File: src/rtl/cdc_array_qualify.sv
// Destination-domain qualifier for a per-bit synchronized bus.
// A new word is committed to qual_out only after it has been sampled
// unchanged for STABLE_CYCLES consecutive edges, so a word caught mid-skew
// is never presented downstream.
//
// Ports:
//   clk          - sole clock, rising edge
//   rst          - asynchronous, active-high reset
//   sync_in      - synchronized bus from the upstream array synchronizer
//   en           - qualification enable; low freezes qual_out and drops any candidate
//   cnt_clr      - synchronous clear of update_cnt and glitch_cnt (wins over increment)
//   qual_out     - last committed stable word
//   update_pulse - one-cycle strobe in the first cycle qual_out shows a new word
//   settling     - high while a candidate is being qualified
//   update_cnt   - saturating number of commits
//   glitch_cnt   - saturating number of aborted or restarted candidates
module cdc_array_qualify #(
    parameter int unsigned      WIDTH         = 32,
    parameter int unsigned      STABLE_CYCLES = 4,
    parameter logic [WIDTH-1:0] INIT_VALUE    = '0
) (
    input  logic             clk,
    input  logic             rst,
    input  logic [WIDTH-1:0] sync_in,
    input  logic             en,
    input  logic             cnt_clr,
    output logic [WIDTH-1:0] qual_out,
    output logic             update_pulse,
    output logic             settling,
    output logic [15:0]      update_cnt,
    output logic [15:0]      glitch_cnt
);

    localparam int unsigned CNT_W  = 8;
    localparam int unsigned STAT_W = 16;
    localparam logic [CNT_W-1:0]  CNT_LAST = CNT_W'(STABLE_CYCLES - 1);
    localparam logic [STAT_W-1:0] STAT_MAX = '1;

    typedef enum logic {
        IDLE   = 1'b0,
        SETTLE = 1'b1
    } state_t;

    state_t            state_q, state_d;
    logic [WIDTH-1:0]  cand_q, cand_d;
    logic [CNT_W-1:0]  cnt_q, cnt_d;
    logic [WIDTH-1:0]  qual_out_q, qual_out_d;
    logic              update_pulse_q, update_pulse_d;
    logic              settling_q, settling_d;
    logic [STAT_W-1:0] update_cnt_q, update_cnt_d;
    logic [STAT_W-1:0] glitch_cnt_q, glitch_cnt_d;
    logic              commit_c;
    logic              glitch_c;

    // State and output registers
    always_ff @(posedge clk or posedge rst) begin
        if (rst) begin
            state_q        <= IDLE;
            cand_q         <= INIT_VALUE;
            cnt_q          <= '0;
            qual_out_q     <= INIT_VALUE;
            update_pulse_q <= 1'b0;
            settling_q     <= 1'b0;
            update_cnt_q   <= '0;
            glitch_cnt_q   <= '0;
        end else begin
            state_q        <= state_d;
            cand_q         <= cand_d;
            cnt_q          <= cnt_d;
            qual_out_q     <= qual_out_d;
            update_pulse_q <= update_pulse_d;
            settling_q     <= settling_d;
            update_cnt_q   <= update_cnt_d;
            glitch_cnt_q   <= glitch_cnt_d;
        end
    end

    // Next state: candidate capture, stability counting, commit/abort decode
    always_comb begin
        state_d  = state_q;
        cand_d   = cand_q;
        cnt_d    = cnt_q;
        commit_c = 1'b0;
        glitch_c = 1'b0;
        if (!en) begin
            // Disabling silently discards any candidate
            state_d = IDLE;
            cnt_d   = '0;
        end else begin
            case (state_q)
                IDLE: begin
                    if (sync_in != qual_out_q) begin
                        cand_d  = sync_in;
                        cnt_d   = CNT_W'(1);
                        state_d = SETTLE;
                    end
                end
                SETTLE: begin
                    if (sync_in == cand_q) begin
                        if (cnt_q >= CNT_LAST) begin
                            commit_c = 1'b1;
                            cnt_d    = '0;
                            state_d  = IDLE;
                        end else begin
                            cnt_d = cnt_q + CNT_W'(1);
                        end
                    end else if (sync_in == qual_out_q) begin
                        // Bus fell back to the committed word: abort
                        glitch_c = 1'b1;
                        cnt_d    = '0;
                        state_d  = IDLE;
                    end else begin
                        // Bus moved to yet another word: restart on it
                        glitch_c = 1'b1;
                        cand_d   = sync_in;
                        cnt_d    = CNT_W'(1);
                    end
                end
            endcase
        end
    end

    // Outputs: committed word, strobe, status decode and statistics
    always_comb begin
        qual_out_d     = qual_out_q;
        update_pulse_d = commit_c;
        settling_d     = (state_d == SETTLE);
        update_cnt_d   = update_cnt_q;
        glitch_cnt_d   = glitch_cnt_q;
        if (commit_c) begin
            qual_out_d = cand_q;
        end
        if (cnt_clr) begin
            update_cnt_d = '0;
            glitch_cnt_d = '0;
        end else begin
            if (commit_c && (update_cnt_q != STAT_MAX)) begin
                update_cnt_d = update_cnt_q + STAT_W'(1);
            end
            if (glitch_c && (glitch_cnt_q != STAT_MAX)) begin
                glitch_cnt_d = glitch_cnt_q + STAT_W'(1);
            end
        end
    end

    assign qual_out     = qual_out_q;
    assign update_pulse = update_pulse_q;
    assign settling     = settling_q;
    assign update_cnt   = update_cnt_q;
    assign glitch_cnt   = glitch_cnt_q;

endmodule

File: config.mk
export PLATFORM = sky130hd
export DESIGN_NAME = cdc_array_qualify
export DESIGN_NICKNAME = d
export VERILOG_FILES = /design/src/rtl/cdc_array_qualify.sv
export SDC_FILE = /design/constraint.sdc
export NUM_CORES = 1
export LEC_CHECK = 0
export CORE_MARGIN = 4
export CORE_UTILIZATION = 45
export DETAILED_ROUTE_END_ITERATION = 7
export PLACE_DENSITY = 0.71
export RECOVER_POWER = 25
export SLEW_MARGIN = 20
export SYNTH_ARGS = -nofsm -noshare
export SYNTH_HDL_FRONTEND = slang
export SYNTH_SLANG_ARGS = --single-unit
File: constraint.sdc
create_clock -name clk -period 8.3 [get_ports clk]
set_input_delay 1.245 -clock clk [delete_from_list [all_inputs] [get_ports clk]]
set_output_delay 1.245 -clock clk [all_outputs]
set_load 0.005 [all_outputs]
==> flow_summary.toml <==
[run_status]
status = "finished with violations"
violations = "capacitance limit"

[detailed_routing]
totalWireLength_um = 12000
drc_errors = 0
drt_iter0_drc = 218
viasPerCell = 5.53
routedWlPerCell_um = 17.2
num_vias = 3867
drtAntennaViolNets = 0
detail_route.first_pass.iterations = 4

[floorplanning]
coreArea_um2 = 11500
die_h_um = 117
rows = 39
initial_core_util = 0.464
io_pins = 102
dieArea_um2 = 13700
die_x_um = 117

[place]
post-place-ws_ns = 3.54
place.gp.congestion = 0.796
hpwl_um = 8690
placed_area_um2 = 6500
numPortBuffers = 101

[clock_network]
insertion_delay_ns = 0.35
root_buffer = "clkbuf_16"
post_cts_buffers = 0
cts_buffer_depth = 2
cts_hold_buffers = 0
cts_sinks = 106
clk_pin_slew_ns = 0.07
cts_max_level = 3
cts_tree = "yes"
cts_resized = 0
numCtsBuffers = 9

[logic_synthesis]
synth_top_cell_by_area = "dfrtp_1"
synth_edf_count = 0
synth-compound-area-share = 0.0763
yosysMostFrequentCell = "dfrtp_1"
async_reset_ff_frac = 1.00
synth_common_cells = "106 x dfrtp_1, 68 x xor2_1, 64 x mux2_2"
synth.area.top_cells = "dfrtp_1 50%, mux2_2 13%, xor2_1 11%, nor4_1 2.1%, a21oi_1 2.0%"
synthFlopType = "dfrtp_1"
synthCells = 448
synth_nets = 487
ys_seq_elements = 106
syn_area_um2 = 5350
yosys_warnings = 0
synth-seq-area-share = 0.496
synthMuxAreaShare = 0.139
ys_types = 52
synth_top_area_share = 0.496
postSynthAreaPerCell_um2 = 11.9
synth-simple-area-share = 0.132
synth_top_family_by_area = "multiplexers"
synth_xor_xnor_area_share = 0.120
synthAdderAreaFrac = 0.00702

[worst_hold_path]
min_to = "cnt_q[7]"
hold_path_depth = 2
hold_start = "cnt_q[7]"
hp-class = "flip-flop to flip-flop"

[layout]
n_antenna_cell = 0
final_area_um2 = 6830
drive_above_1_share = 0.185
final_core_util = 0.593
final_nets = 590
syn_to_final_growth_pct = 27.8

[setup_path]
worst_setup_path_end_kind = "flip-flop"
crit_buf_inv = 2
r2r_cells = 6
ff2ff_setup_slack_ns = 4.91
critPathKind = "input port to flip-flop"
cp.arrival_ns = 4.59
slowest_delay_ns = 0.71
path_delay_family = "simple AND/OR/NAND/NOR gates"
critPathRequiredTime_ns = 8.53
cp_slowest_cell = "nand4_1"
critPathMaxFanout = 26
cp.depth = 7
crit_chain = "clkdlybuf4s50_1 > xor2_1 > nor4_1 > nand4_1 > nor3_4 > buf_4 > mux2_2"
r2r-start = "cand_q[16]"
cp-start-kind = "input port"
r2r_end = "qual_out[9]"

[sta]
worst_pin_slew_ns = 1.48
rsz0062_at_grt = "no"
finalSetupViolCount = 0
finalCritPeriodShare = 0.525
fmax_ghz = 0.229
slew_headroom = 0.00715
drv_slew = 0
min_period_ns = 4.36
layout_setup_ws_ns = 3.94
hold_viol = 0
clock-skew-final_ns = 0.0123
hold_slack_ns = 0.519
setup_tns_ns = 0

[power_and_ir_drop]
irDropWorstVdd_v = 0.000116
power_leakage_nw = 3.12
powerDensity_nw_per_um2 = 163

[global_routing]
grt_use_total = 0.184
grt_overflow = 0
grt_start_max_net_pins = 75
grt_pass1_wl_um = 19800
antenna_found_initial = 0
grt_pass1_vias = 3901

[job]
maxCapViolCount = 1
-- cells by family (layout without fill, tap and decap cells) --
kind of cell,Yosys count,after routing
adders and majority gates,3,3
AOI/OAI and AO/OA,58,58
muxes,66,66
buffers and inverters,28,136
and+or+nand+nor,114,114
xor gates and xnor gates,73,73
DFF,106,106
-- layout make-up --
type | instances | area, um2
clock buffers | 10 | 239
clock inverters | 6 | 95.1
inverters | 14 | 53.8
multi-input cells | 314 | 2540
repair buffers | 106 | 1070
flip-flops and latches | 106 | 2650
fillers | 956 | 4690
well taps | 143 | 179
-- cell usage in the layout, fill, tap and decap left out, types with 3 or more instances in the layout --
cell / count
o211ai_1: 3
dfrtp_1: 106
nand3_1: 13
ha_1: 3
nor2_1: 17
nand4_1: 7
a21oi_1: 20
inv_1: 13
o21ai_0: 7
mux2_2: 64
nor4_1: 18
and3_1: 9
buf_4: 4
o31ai_1: 5
xnor2_1: 5
or4_1: 7
or3_1: 6
nand3b_1: 3
xor2_1: 68
dlygate4sd3_1: 38
nand2_1: 10
a21o_1: 5
o21ba_2: 3
clkbuf_16: 9
clkdlybuf4s50_1: 63
nor3_1: 5
and2_1: 4
-- layer usage --
metal | share of wire | routed length [um] | global-route usage
met1 | 0.43 | 5170 | 0.245
met4 | 0.013 | 160 | 0.0482
met2 | 0.49 | 5850 | 0.300
met3 | 0.069 | 828 | 0.0514
met5 | 0 | 0 | 0
-- power breakdown --
group	total, mW	internal, mW	leakage, nW	switching (mW)
registers	0.549	0.533	1.40	0.0157
logic	0.0943	0.0485	1.55	0.0459
clock network	0.471	0.276	0.164	0.195
total	1.11	0.857	3.12	0.256
-- worst reg2reg max path: stages, from the launching register on --
cell and delay, ns:
dfrtp_1 0.40, xor2_1 0.17, nor4_1 0.46, nand4_1 0.71, nor3_4 0.69, buf_4 0.45
mux2_2 0.40
-- sequential cells by signal, indices dropped and copies added, names as in the netlist --
name,count
cnt_q,8
cand_q,32
update_pulse,1
update_cnt,16
settling,1
glitch_cnt,16
qual_out,32
-- how the worst max path moves through the flow --
stage,start,to
floorplan,rst,cand_q[0]
global route,sync_in[12],qual_out[9]
detailed placement,sync_in[26],qual_out[9]
CTS,sync_in[31],qual_out[2]
global placement,sync_in[31],qual_out[3]
finish,sync_in[16],qual_out[9]
-- stage by stage --
step	power [mW]	std cells
detailed placement	0.655	683
CTS	1.13	699
global placement	0.650	682
global route	1.16	699
finish	1.11	699
floorplan	0.610	448
Power figures use the tool's default switching activity.
